`config.mk`:
```
export PLATFORM = sky130hd
export DESIGN_NAME = alu_op_issuer_flat
export DESIGN_NICKNAME = d
export VERILOG_FILES = /design/src/rtl/alu_op_issuer_if.sv /design/src/rtl/alu_op_issuer.sv /design/src/flat_wrapper.sv
export SDC_FILE = /design/constraint.sdc
export NUM_CORES = 1
export LEC_CHECK = 0
export ABC_AREA = 1
export CORE_ASPECT_RATIO = 1.25
export CORE_UTILIZATION = 45
export DETAILED_ROUTE_END_ITERATION = 12
export PLACE_DENSITY = 0.82
export SYNTH_ARGS = -nofsm -noshare
export SYNTH_HDL_FRONTEND = slang
export SYNTH_SLANG_ARGS = --single-unit
```
`constraint.sdc`:
```
create_clock -name clk -period 2.5 [get_ports clk]
set_input_delay 0.5 -clock clk [delete_from_list [all_inputs] [get_ports clk]]
set_output_delay 0.5 -clock clk [all_outputs]
set_load 0.01 [all_outputs]
```
`src/rtl/alu_op_issuer_if.sv`:
```
// Command, datapath and result signal bundle for alu_op_issuer.
// The master modport is the issuer's view; slave is the environment's view.
interface alu_op_issuer_if #(parameter int DATA_W = 32);
  logic              cmd_valid;
  logic              cmd_ready;
  logic [DATA_W-1:0] cmd_a;
  logic [DATA_W-1:0] cmd_b;
  logic [2:0]        cmd_op;

  logic [DATA_W-1:0] alu_a;
  logic [DATA_W-1:0] alu_b;
  logic [2:0]        alu_op;
  logic [DATA_W-1:0] alu_x;
  logic              alu_z;

  logic              res_valid;
  logic              res_ready;
  logic [DATA_W-1:0] res_x;
  logic              res_z;
  logic [2:0]        res_op;

  modport master (
    input  cmd_valid, cmd_a, cmd_b, cmd_op, alu_x, alu_z, res_ready,
    output cmd_ready, alu_a, alu_b, alu_op, res_valid, res_x, res_z, res_op
  );

  modport slave (
    output cmd_valid, cmd_a, cmd_b, cmd_op, alu_x, alu_z, res_ready,
    input  cmd_ready, alu_a, alu_b, alu_op, res_valid, res_x, res_z, res_op
  );
endinterface

```
`src/rtl/alu_op_issuer.sv`:
```
// Issues ops to a fixed-latency ALU datapath, captures X/Z into a FWFT result FIFO
// and credit-gates acceptance so a launched op always has a FIFO slot waiting.
module alu_op_issuer #(
  parameter int DATA_W      = 32,
  parameter int ALU_LATENCY = 1,
  parameter int FIFO_DEPTH  = 4,
  parameter int CNT_W       = 16
) (
  input  logic                clk,
  input  logic                resetn,
  alu_op_issuer_if.master     bus,
  output logic                err_illegal_op,
  output logic [CNT_W-1:0]    zero_count,
  input  logic                zero_count_clr,
  output logic                busy
);
  localparam int PW = $clog2(FIFO_DEPTH);
  localparam int CW = PW + 1;
  localparam int EW = DATA_W + 4;
  localparam logic [2:0] OP_ILLEGAL = 3'd7;

  typedef struct packed {
    logic       vld;
    logic [2:0] op;
  } slot_t;

  slot_t [ALU_LATENCY:0] r_pipe;
  logic  [EW-1:0]        r_mem [FIFO_DEPTH];
  logic  [PW-1:0]        r_wptr, r_rptr;
  logic  [CW-1:0]        r_cnt;
  logic                  r_cmd_ready;
  logic                  r_err;
  logic  [CNT_W-1:0]     r_zcnt;
  logic  [DATA_W-1:0]    r_alu_a, r_alu_b;
  logic  [2:0]           r_alu_op;

  logic                  w_accept, w_launch, w_push, w_pop, w_full;
  logic  [CW-1:0]        w_infl, w_infl_nxt, w_cnt_nxt;
  logic  [CW:0]          w_total_nxt;
  logic  [EW-1:0]        w_head;

  assign w_accept = bus.cmd_valid && r_cmd_ready;
  assign w_launch = w_accept && (bus.cmd_op != OP_ILLEGAL);
  assign w_push   = r_pipe[ALU_LATENCY].vld;
  assign w_pop    = (r_cnt != '0) && bus.res_ready;
  assign w_full   = (r_cnt == CW'(FIFO_DEPTH));

  // Credit is judged on post-edge occupancy so the registered ready is exact.
  always_comb begin
    w_infl     = '0;
    w_infl_nxt = {{(CW-1){1'b0}}, w_launch};
    for (int i = 0; i <= ALU_LATENCY; i++)
      w_infl = w_infl + {{(CW-1){1'b0}}, r_pipe[i].vld};
    for (int i = 0; i < ALU_LATENCY; i++)
      w_infl_nxt = w_infl_nxt + {{(CW-1){1'b0}}, r_pipe[i].vld};
    w_cnt_nxt = r_cnt;
    if (w_push && !w_pop)
      w_cnt_nxt = r_cnt + CW'(1);
    else if (!w_push && w_pop)
      w_cnt_nxt = r_cnt - CW'(1);
    w_total_nxt = {1'b0, w_infl_nxt} + {1'b0, w_cnt_nxt};
  end

  always_ff @(posedge clk or negedge resetn) begin
    if (!resetn) begin
      r_pipe      <= '0;
      r_wptr      <= '0;
      r_rptr      <= '0;
      r_cnt       <= '0;
      r_cmd_ready <= 1'b0;
      r_err       <= 1'b0;
      r_zcnt      <= '0;
      r_alu_a     <= '0;
      r_alu_b     <= '0;
      r_alu_op    <= 3'b000;
    end else begin
      r_pipe[0] <= '{vld: w_launch, op: bus.cmd_op};
      for (int i = 1; i <= ALU_LATENCY; i++)
        r_pipe[i] <= r_pipe[i-1];
      if (w_launch) begin
        r_alu_a  <= bus.cmd_a;
        r_alu_b  <= bus.cmd_b;
        r_alu_op <= bus.cmd_op;
      end
      if (w_push) r_wptr <= r_wptr + PW'(1);
      if (w_pop)  r_rptr <= r_rptr + PW'(1);
      r_cnt       <= w_cnt_nxt;
      r_cmd_ready <= (w_total_nxt < (CW+1)'(FIFO_DEPTH));
      r_err       <= w_accept && (bus.cmd_op == OP_ILLEGAL);
      if (zero_count_clr)
        r_zcnt <= '0;
      else if (w_push && bus.alu_z && !(&r_zcnt))
        r_zcnt <= r_zcnt + CNT_W'(1);
    end
  end

  // Storage is not reset; the read side is masked while empty.
  always_ff @(posedge clk) begin
    if (w_push)
      r_mem[r_wptr] <= {r_pipe[ALU_LATENCY].op, bus.alu_z, bus.alu_x};
  end

  assign w_head        = r_mem[r_rptr];
  assign bus.res_valid = (r_cnt != '0);
  assign bus.res_x     = bus.res_valid ? w_head[DATA_W-1:0] : '0;
  assign bus.res_z     = bus.res_valid ? w_head[DATA_W]     : 1'b0;
  assign bus.res_op    = bus.res_valid ? w_head[EW-1:DATA_W+1] : 3'b000;
  assign bus.cmd_ready = r_cmd_ready;
  assign bus.alu_a     = r_alu_a;
  assign bus.alu_b     = r_alu_b;
  assign bus.alu_op    = r_alu_op;
  assign err_illegal_op = r_err;
  assign zero_count     = r_zcnt;
  assign busy           = (w_infl != '0) || (r_cnt != '0);

  a_no_overflow: assert property (@(posedge clk) disable iff (!resetn) !(w_push && w_full));
endmodule
```
`src/flat_wrapper.sv`:
```
// flat-port wrapper written by rule: the top's interface ports become plain ports
module alu_op_issuer_flat 
#(
  parameter int DATA_W      = 32,
  parameter int ALU_LATENCY = 1,
  parameter int FIFO_DEPTH  = 4,
  parameter int CNT_W       = 16
)
  (clk, resetn, err_illegal_op, zero_count, zero_count_clr, busy, bus_cmd_valid, bus_cmd_a, bus_cmd_b, bus_cmd_op, bus_alu_x, bus_alu_z, bus_res_ready, bus_cmd_ready, bus_alu_a, bus_alu_b, bus_alu_op, bus_res_valid, bus_res_x, bus_res_z, bus_res_op);
  alu_op_issuer_if #(.DATA_W(DATA_W)) bus_i ();
  input  logic clk;
  input  logic resetn;
  output logic err_illegal_op;
  output logic [CNT_W-1:0] zero_count;
  input  logic zero_count_clr;
  output logic busy;
  input wire logic [$bits(bus_i.cmd_valid)-1:0] bus_cmd_valid;
  input wire logic [$bits(bus_i.cmd_a)-1:0] bus_cmd_a;
  input wire logic [$bits(bus_i.cmd_b)-1:0] bus_cmd_b;
  input wire logic [$bits(bus_i.cmd_op)-1:0] bus_cmd_op;
  input wire logic [$bits(bus_i.alu_x)-1:0] bus_alu_x;
  input wire logic [$bits(bus_i.alu_z)-1:0] bus_alu_z;
  input wire logic [$bits(bus_i.res_ready)-1:0] bus_res_ready;
  output wire logic [$bits(bus_i.cmd_ready)-1:0] bus_cmd_ready;
  output wire logic [$bits(bus_i.alu_a)-1:0] bus_alu_a;
  output wire logic [$bits(bus_i.alu_b)-1:0] bus_alu_b;
  output wire logic [$bits(bus_i.alu_op)-1:0] bus_alu_op;
  output wire logic [$bits(bus_i.res_valid)-1:0] bus_res_valid;
  output wire logic [$bits(bus_i.res_x)-1:0] bus_res_x;
  output wire logic [$bits(bus_i.res_z)-1:0] bus_res_z;
  output wire logic [$bits(bus_i.res_op)-1:0] bus_res_op;
  assign bus_i.cmd_valid = bus_cmd_valid;
  assign bus_i.cmd_a = bus_cmd_a;
  assign bus_i.cmd_b = bus_cmd_b;
  assign bus_i.cmd_op = bus_cmd_op;
  assign bus_i.alu_x = bus_alu_x;
  assign bus_i.alu_z = bus_alu_z;
  assign bus_i.res_ready = bus_res_ready;
  assign bus_cmd_ready = bus_i.cmd_ready;
  assign bus_alu_a = bus_i.alu_a;
  assign bus_alu_b = bus_i.alu_b;
  assign bus_alu_op = bus_i.alu_op;
  assign bus_res_valid = bus_i.res_valid;
  assign bus_res_x = bus_i.res_x;
  assign bus_res_z = bus_i.res_z;
  assign bus_res_op = bus_i.res_op;
  alu_op_issuer #(.DATA_W(DATA_W), .ALU_LATENCY(ALU_LATENCY), .FIFO_DEPTH(FIFO_DEPTH), .CNT_W(CNT_W)) u_core (.clk(clk), .resetn(resetn), .bus(bus_i), .err_illegal_op(err_illegal_op), .zero_count(zero_count), .zero_count_clr(zero_count_clr), .busy(busy));
endmodule
```
==> impl_results.md, run 1 <==
* Status: finished clean
* Pin count of the biggest net entering global routing at slightly below 70
* Via count at roughly 7600
* Least-Margin Pin Slew at around 0.67 ns
* Cell taking the most area after synthesis: edfxtp_1
* Initial antenna violation count at 0
* Crit end category: output pin
* DIE WIDTH at roughly 130 um
* Clock skew at ~0.011 ns
* Hold Violations, Final at 0
* Num ports at ~230
* Main area contributors after synthesis: edfxtp_1 44%, dfrtp_1 25%, nand2_1 11%
* Power Density at around 1100 mW/mm^2
* DRC at 0
* Sequential share of the synthesized area at 0.695
* Final Wtd Congestion at 0.827
* Die ar. at ~0.022 mm^2
* CTS clock-pin slew for the worst setup and hold paths at 0.06 ns
* First-pass GRT wire length at approximately 40 mm
* Die Y at ~170 um
* Worst EP required at 2.00 ns
* Final setup violation count at 0
* Cell area after synthesis at roughly 0.0098 mm^2
* HPWL Detailed at roughly 16 mm
* H-tree levels at 1
* Initial core utilization at 0.458
* WP data arrival at a little under 2 ns
* Cell Rows at 60
* Critical-path top delay cell: dfrtp_1
* Setup WS post-layout at about 0.035 ns
* Iteration-0 DRC Markers at about 480
* IO buf count at approximately 230
* Post-layout power at approximately 0.015 W
* Post-route ant nets at 0
* Diode count at 0
* R2r setup slk at ~0.50 ns
* Clk buf depth at 3
* Nets at between 1000 and 1500
* TritonCTS clock tree: done
* Final WL at 24.8 mm
* Total GRT Usage at 0.222
* Register bit total from synthesis at between 200 and 250
* Crit path launch type: flop
* Slew HR at 0.551
* MaxCap Viol Count at 0
* CTS Root Cell: clkbuf_16
* Clock sink count at between 200 and 250
* Final Cycle Share at 0.986
* Crit path cell chain: buf_4, nor2_1, o21ai_0, a21oi_1, dlygate4sd2_1
* Worst Path Class, Setup: reg2out
* Minimum clock period at about 2.5 ns
* Core area at about 0.021 mm^2
* Area grow syn2layout at 37.8%
* CP bufs+invs at 2
* Slowest Stage Delay on Critical Path at 0.40 ns
* RSZ-0062 raised after global routing: yes
* Post-synth top area share at 0.440
* CP top delay family: buffers and inverters
* Synth cell types at 25
* Synth Warn # at 0
* Synth Area per Inst at approximately 10 um^2
* Maximum VDD drop at between 0.7 and 0.8 mV
* Hold Path Class: reg2reg
* Drt wl/cell at between 15 and 20 um
* Slew Limit Fails at 0
* Share of cells above drive strength 1 at 0.0927
* Cell count after synthesis at 939
* Length of the first detailed-routing pass in iterations at 5
* Vias per cell at between 5 and 6
* Total grt overflow at 0
* CTS Buf Count at 24
* Number of global-route vias before repair at between 7000 and 8000
* Leakage at between 5 and 6 nW
* CP Max Fanout at 26
* Fmax at roughly 0.4 GHz
* Clk Latency, worst-skew pair at about 0.5 ns
* Syn_nets at between 1000 and 1500
* Place WS at -0.0541 ns
==> cell usage in the layout, fill, tap and decap left out, drive strengths merged <==
cell type	count
a21oi	36
buf	42
bufinv	1
clkbuf	35
clkdlybuf4s15	15
clkdlybuf4s50	189
clkinv	13
clkinvlp	4
dfrtp	100
dlygate4sd2	10
dlygate4sd3	1
edfxtp	144
ha	10
inv	29
mux2	1
nand2	287
nand3	10
nand3b	1
nand4	14
nor2	176
o21ai	79
o21bai	4
xnor2	1
xor2	6
==> cells in the mapped netlist <==
master / number
a21oi_1: 36
buf_1: 9
buf_2: 10
buf_6: 1
clkbuf_1: 23
clkinv_1: 1
dfrtp_1: 100
edfxtp_1: 144
ha_1: 10
inv_1: 24
inv_2: 3
mux2_2: 1
nand2_1: 286
nand2_2: 1
nand3_1: 10
nand3b_1: 1
nand4_1: 14
nor2_1: 171
nor2_2: 1
nor2_4: 3
o21ai_0: 69
o21ai_1: 10
o21bai_1: 4
xnor2_1: 1
xor2_1: 6
==> area by class of cell <==
cell class                      instances  area [um^2]
Sequential cell                       244         6830
Clock inverter                         19          134
Inverter                               28          110
Tap cell                              279          349
Timing Repair Buffer                  267         2730
Clock buffer                           25          626
Fill cell                            1621         7940
Multi-Input combinational cell        625         2760
==> path summary, 6_finish.rpt <==
check                                             startpoint                                 to  depth (start not counted)
worst max-delay path            u_core.r_rptr[1]$_DFFE_PN0P_                      bus_res_x[12]                          5
worst min-delay path              u_core.r_pipe[0]$_DFF_PN0_         u_core.r_pipe[4]$_DFF_PN0_                          0
worst max register to register     u_core.r_cnt[0]$_DFF_PN0_     u_core.bus.cmd_ready$_DFF_PN0_                         12
worst min register to register    u_core.r_pipe[0]$_DFF_PN0_         u_core.r_pipe[4]$_DFF_PN0_                          0
max in group asynchronous                             resetn  u_core.zero_count[11]$_DFFE_PN0P_                          3
min in group asynchronous                             resetn   u_core.bus.alu_b[30]$_DFFE_PN0P_                          2
==> per-layer routing <==
layer / global-route usage / wire length [um] / share of wire / vias to the layer above
li1: - / - / - / 3609
met3: 0.0584 / 2350 / 0.095 / 45
met2: 0.392 / 12600 / 0.51 / 374
met5: 0 / 0 / 0 / -
met4: 0.0669 / 568 / 0.023 / 0
met1: 0.263 / 9190 / 0.37 / 3612
==> report_power, final <==
part / internal (W) / total, W / switching (W)
combinational: 0.00290 / 0.00613 / 0.00323
clock: 0.00193 / 0.00341 / 0.00148
sequential: 0.00511 / 0.00555 / 0.000441
==> stage by stage <==
| stage | util | area [um^2] | setup TNS, ns | instances | hold WS, ns |
|---|---|---|---|---|---|
| 2_1_floorplan | - | 9820 | 0 | 939 | 0.204 |
| 3_3_place_gp | 0.583 | 12500 | 0 | 1428 | 0.338 |
| 3_5_place_dp | 0.583 | 12500 | -0.239 | 1428 | 0.339 |
| 4_1_cts | 0.629 | 13500 | -0.0408 | 1487 | 0.349 |
| 5_1_grt | 0.630 | 13500 | -0.119 | 1487 | 0.361 |
| 6_report | 0.630 | 13500 | 0 | 1487 | 0.353 |
==> registers in the layout, indices dropped and copies added, names as in the netlist <==
name                   cells
u_core.err_illegal_op      1
u_core.r_mem             144
u_core.w_push              1
u_core.r_pipe              7
u_core.bus.alu_b          32
u_core.bus.alu_a          32
u_core.r_wptr              2
u_core.zero_count         16
u_core.r_rptr              2
u_core.bus.alu_op          3
u_core.bus.cmd_ready       1
u_core.r_cnt               3
==> timing repair <==
item                                    in CTS  in global routing
buffers inserted                            10                  0
pin swaps                                    2                  4
hold endpoints to repair                    23                  0
endpoints found under the setup margin      37                 32
cloned                                       4                  0
resized for setup                           63                 58
hold buffers                                 1                  0
==> kinds of logic (layout without fill, tap and decap cells) <==
| family | after synthesis | after routing | synth area share |
|---|---|---|---|
| muxes | 1 | 1 | 0.00115 |
| xor gates and xnor gates | 7 | 7 | 0.00624 |
| buffers and inverters | 71 | 339 | 0.0292 |
| DFF | 244 | 244 | 0.695 |
| and+or+nand+nor | 487 | 488 | 0.194 |
| AOI/OAI and AO/OA | 119 | 119 | 0.0616 |
| adders and majority gates | 10 | 10 | 0.0127 |
No activity file was read; power rests on OpenSTA's default activity.
==> inputs of run 2 (changes only) <==
Settings changed: CORE_MARGIN from default to 2.
==> impl_results.md, run 2 (synthesized netlist as in run 1, its figures left out) <==
* Clk Latency, worst-skew pair at 0.52 ns (+0.02 ns)
* Clk buf depth at 3 (unchanged)
* CP endpoint: bus_res_x[16]
* Fmax at 0.412 GHz (+1.5%)
* IO buf count at 227 (unchanged)
* Clock sink count at 244 (unchanged)
* Die ar. at 0.0230 mm^2 (+2.7%)
* Vias per cell at 5.04 (-1.9%)
* Crit end category: output pin
* End of the worst register-to-register path: u_core.bus.cmd_ready$_DFF_PN0_
* Clock power frac at 0.231 (+0.005)
* Crit path cell chain: buf_6, clkbuf_16, nor2_1, nor2_1, o21ai_0, a21oi_1, buf_2
* Final WL at 24.2 mm (-2.4%)
* Worst Path Class, Setup: reg2out
* Worst EP required at 2.00 ns (about the same)
* Most frequent cells in the layout: 285 x nand2_1, 189 x clkdlybuf4s50_1, 170 x nor2_1, 144 x edfxtp_1, 99 x dfrtp_1
* Power Density at 1110 mW/mm^2 (-0.85%)
* CTS Root Cell: clkbuf_16
* DIE WIDTH at 136 um (+1.5%)
* Total GRT Usage at 0.204 (-0.0178)
* Sw Ratio at 0.341 (about the same)
* WP data arrival at 1.93 ns (-0.04 ns)
* R2r setup slk at 0.46 ns (-0.04 ns)
* Slew Limit Fails at 0 (unchanged)
* Cell Rows at 60 (unchanged)
* Final setup violation count at 0 (unchanged)
* Nets at 1297 (-0.61%)
* Pin count of the biggest net entering global routing at 72 (+4.3%)
* CP top delay family: buffers and inverters
* Final Cycle Share at 0.972 (-0.0145)
* Max reg flops at 144 (unchanged)
* Launch point of the worst path: u_core.r_rptr[0]$_DFFE_PN0P_
* Initial antenna violation count at 1 (+1)
* Clock skew at 0.0222 ns (+0.0108 ns)
* H-tree levels at 1 (unchanged)
* Number of global-route vias before repair at 7392 (-3.1%)
* CTS clock-pin slew for the worst setup and hold paths at 0.06 ns (about the same)
* Num ports at 228 (unchanged)
* Commonest non-fill, non-tap cell in the layout: nand2_1
* Least-Margin Pin Slew at 0.693 ns (+0.0200 ns)
* Gate power share at 0.393 (-0.013)
* Non-Filler Cell Area, Final at 0.0133 mm^2 (-1.6%)
* Critical-path top delay cell: dfrtp_2
* Core area at 0.0215 mm^2 (unchanged)
* Leakage at 5.49 nW (-1.0%)
* Post-DP Area at 0.0125 mm^2 (-0.30%)
* Reg power frac at 0.377 (+0.009)
* Setup WS post-layout at 0.0709 ns (+0.0363 ns)
* Switching Power at 0.00502 W (-2.6%)
* Worst r2r src: u_core.r_cnt[0]$_DFF_PN0_
* Slowest Stage Delay on Critical Path at 0.44 ns (+0.04 ns)
* TritonCTS clock tree: done
* Die Y at 169 um (+1.2%)
* First-pass GRT wire length at 37.4 mm (-4.1%)
* Critical Path Most Common Cell: nor2_1
* Final Wtd Congestion at 0.836 (+1.1%)
* Via count at 7456 (-2.4%)
* Minimum clock period at 2.43 ns (-0.0363 ns)
* Place WS at 0.234 ns (+0.288 ns)
* Worst r2r path cells at 12 (unchanged)
* Share of cells above drive strength 1 at 0.0967 (+0.00395)
* Slew HR at 0.538 (-0.0134)
* Area grow syn2layout at 35.5%
* Length of the first detailed-routing pass in iterations at 5 (unchanged)
* CP bufs+invs at 3 (+1)
* DRC at 0 (unchanged)
* Hold Path Class: reg2reg
* Total grt overflow at 0 (unchanged)
* CTS Buf Count at 24 (unchanged)
* Maximum VDD drop at 0.771 mV (+1.8%)
* Hold Violations, Final at 0 (unchanged)
* Reg with most FFs: u_core.r_mem
* Number of cells on the critical path at 7 (+2)
* Crit path launch type: flop
* MaxCap Viol Count at 0 (unchanged)
* Iteration-0 DRC Markers at 482 (+1.3%)
* Initial core utilization at 0.458 (unchanged)
* Post-route ant nets at 0 (unchanged)
* Status: finished clean
* HPWL Detailed at 15.0 mm (-3.7%)
* Pint at 0.00970 W (-2.4%)
* Drt wl/cell at 16.3 um (-2.0%)
* CP Max Fanout at 13 (-50%)
## run 2: changes by cell type in the layout (fill, tap and decap cells not counted), sizes merged, moves of 2 or more
cell | previous run | this run
clkdlybuf4s15 | 15 | 7
buf | 42 | 34
dlygate4sd2 | 10 | 0
clkinvlp | 4 | 2
clkbuf | 35 | 59
clkinv | 13 | 10
## run 2: how the worst min path moves through the flow
| stage | from | endpoint | cells past startpoint |
|---|---|---|---|
| 2_1_floorplan | resetn | u_core.bus.alu_a[0]$_DFFE_PN0P_ | 0 |
| 3_3_place_gp | u_core.r_pipe[1]$_DFF_PN0_ | u_core.r_pipe[5]$_DFF_PN0_ | 0 |
| 3_5_place_dp | u_core.r_pipe[1]$_DFF_PN0_ | u_core.r_pipe[5]$_DFF_PN0_ | 0 |
| 4_1_cts | u_core.r_pipe[1]$_DFF_PN0_ | u_core.r_pipe[5]$_DFF_PN0_ | 0 |
| 5_1_grt | u_core.r_pipe[1]$_DFF_PN0_ | u_core.r_pipe[5]$_DFF_PN0_ | 0 |
| 6_report | u_core.r_pipe[1]$_DFF_PN0_ | u_core.r_pipe[5]$_DFF_PN0_ | 0 |
## run 2: power by group through the flow
stage / clock [W] / combinational [W] / sequential [W]
CTS: 0.00349 / 0.00570 / 0.00555
floorplan: 0 / 0.00253 / 0.00576
finish: 0.00340 / 0.00578 / 0.00554
global route: 0.00364 / 0.00634 / 0.00563
global placement: 0 / 0.00567 / 0.00557
detailed placement: 0 / 0.00580 / 0.00559
## run 2: area by class of cell
| cell class | count | area (um^2) |
|---|---|---|
| clock buffers | 31 | 644 |
| multi-input cells | 624 | 2720 |
| repair buffers | 260 | 2550 |
| well taps | 279 | 349 |
| flip-flops and latches | 244 | 6830 |
| fillers | 1679 | 8160 |
| inverters | 28 | 105 |
| diodes | 1 | 2.50 |
| clock inverters | 13 | 111 |
## run 2: timing repair
action,4_1_cts,5_1_grt
setup endpoints to repair,37,37
pin swaps,1,3
endpoints found under the hold margin,29,0
hold buffers,1,0
gates cloned,2,3
buffers inserted,1,5
resized for setup,45,75
## run 2: routing by layer
| layer | part of all wire | global-route usage | up-vias | wire length [um] |
|---|---|---|---|---|
| li1 | - | - | 3584 | - |
| met1 | 0.38 | 0.244 | 3510 | 9170 |
| met2 | 0.50 | 0.353 | 323 | 12000 |
| met3 | 0.10 | 0.0624 | 39 | 2440 |
| met4 | 0.021 | 0.0598 | 0 | 504 |
| met5 | 0 | 0 | - | 0 |
## run 2: worst reg2reg max path: stages (launching register included)
cell and delay (ns):
dfrtp_1 0.38, inv_2 0.06, ha_2 0.19, nand2_1 0.13, nand2_1 0.13, inv_1 0.09
nand2_1 0.08, mux2_2 0.28, o21ai_0 0.13, ha_1 0.28, nand2_1 0.06, nor2_1 0.04
nor2_1 0.10
## run 2: per-stage QoR
stage	hold slack, ns	util	TNS, ns	cells	power, W
3_3_place_gp	0.356	0.581	0	1423	0.0112
5_1_grt	0.383	0.620	-0.0356	1479	0.0156
2_1_floorplan	0.204	-	0	939	0.00829
3_5_place_dp	0.352	0.581	0	1423	0.0114
6_report	0.361	0.620	0	1480	0.0147
4_1_cts	0.366	0.619	-1.96	1471	0.0147
==> inputs of run 3 (changes only) <==
Settings changed: CTS_CLUSTER_DIAMETER from default to 80.
==> results of run 3 <==
The final DEF is identical to that of run 2; final timing and power are the same.
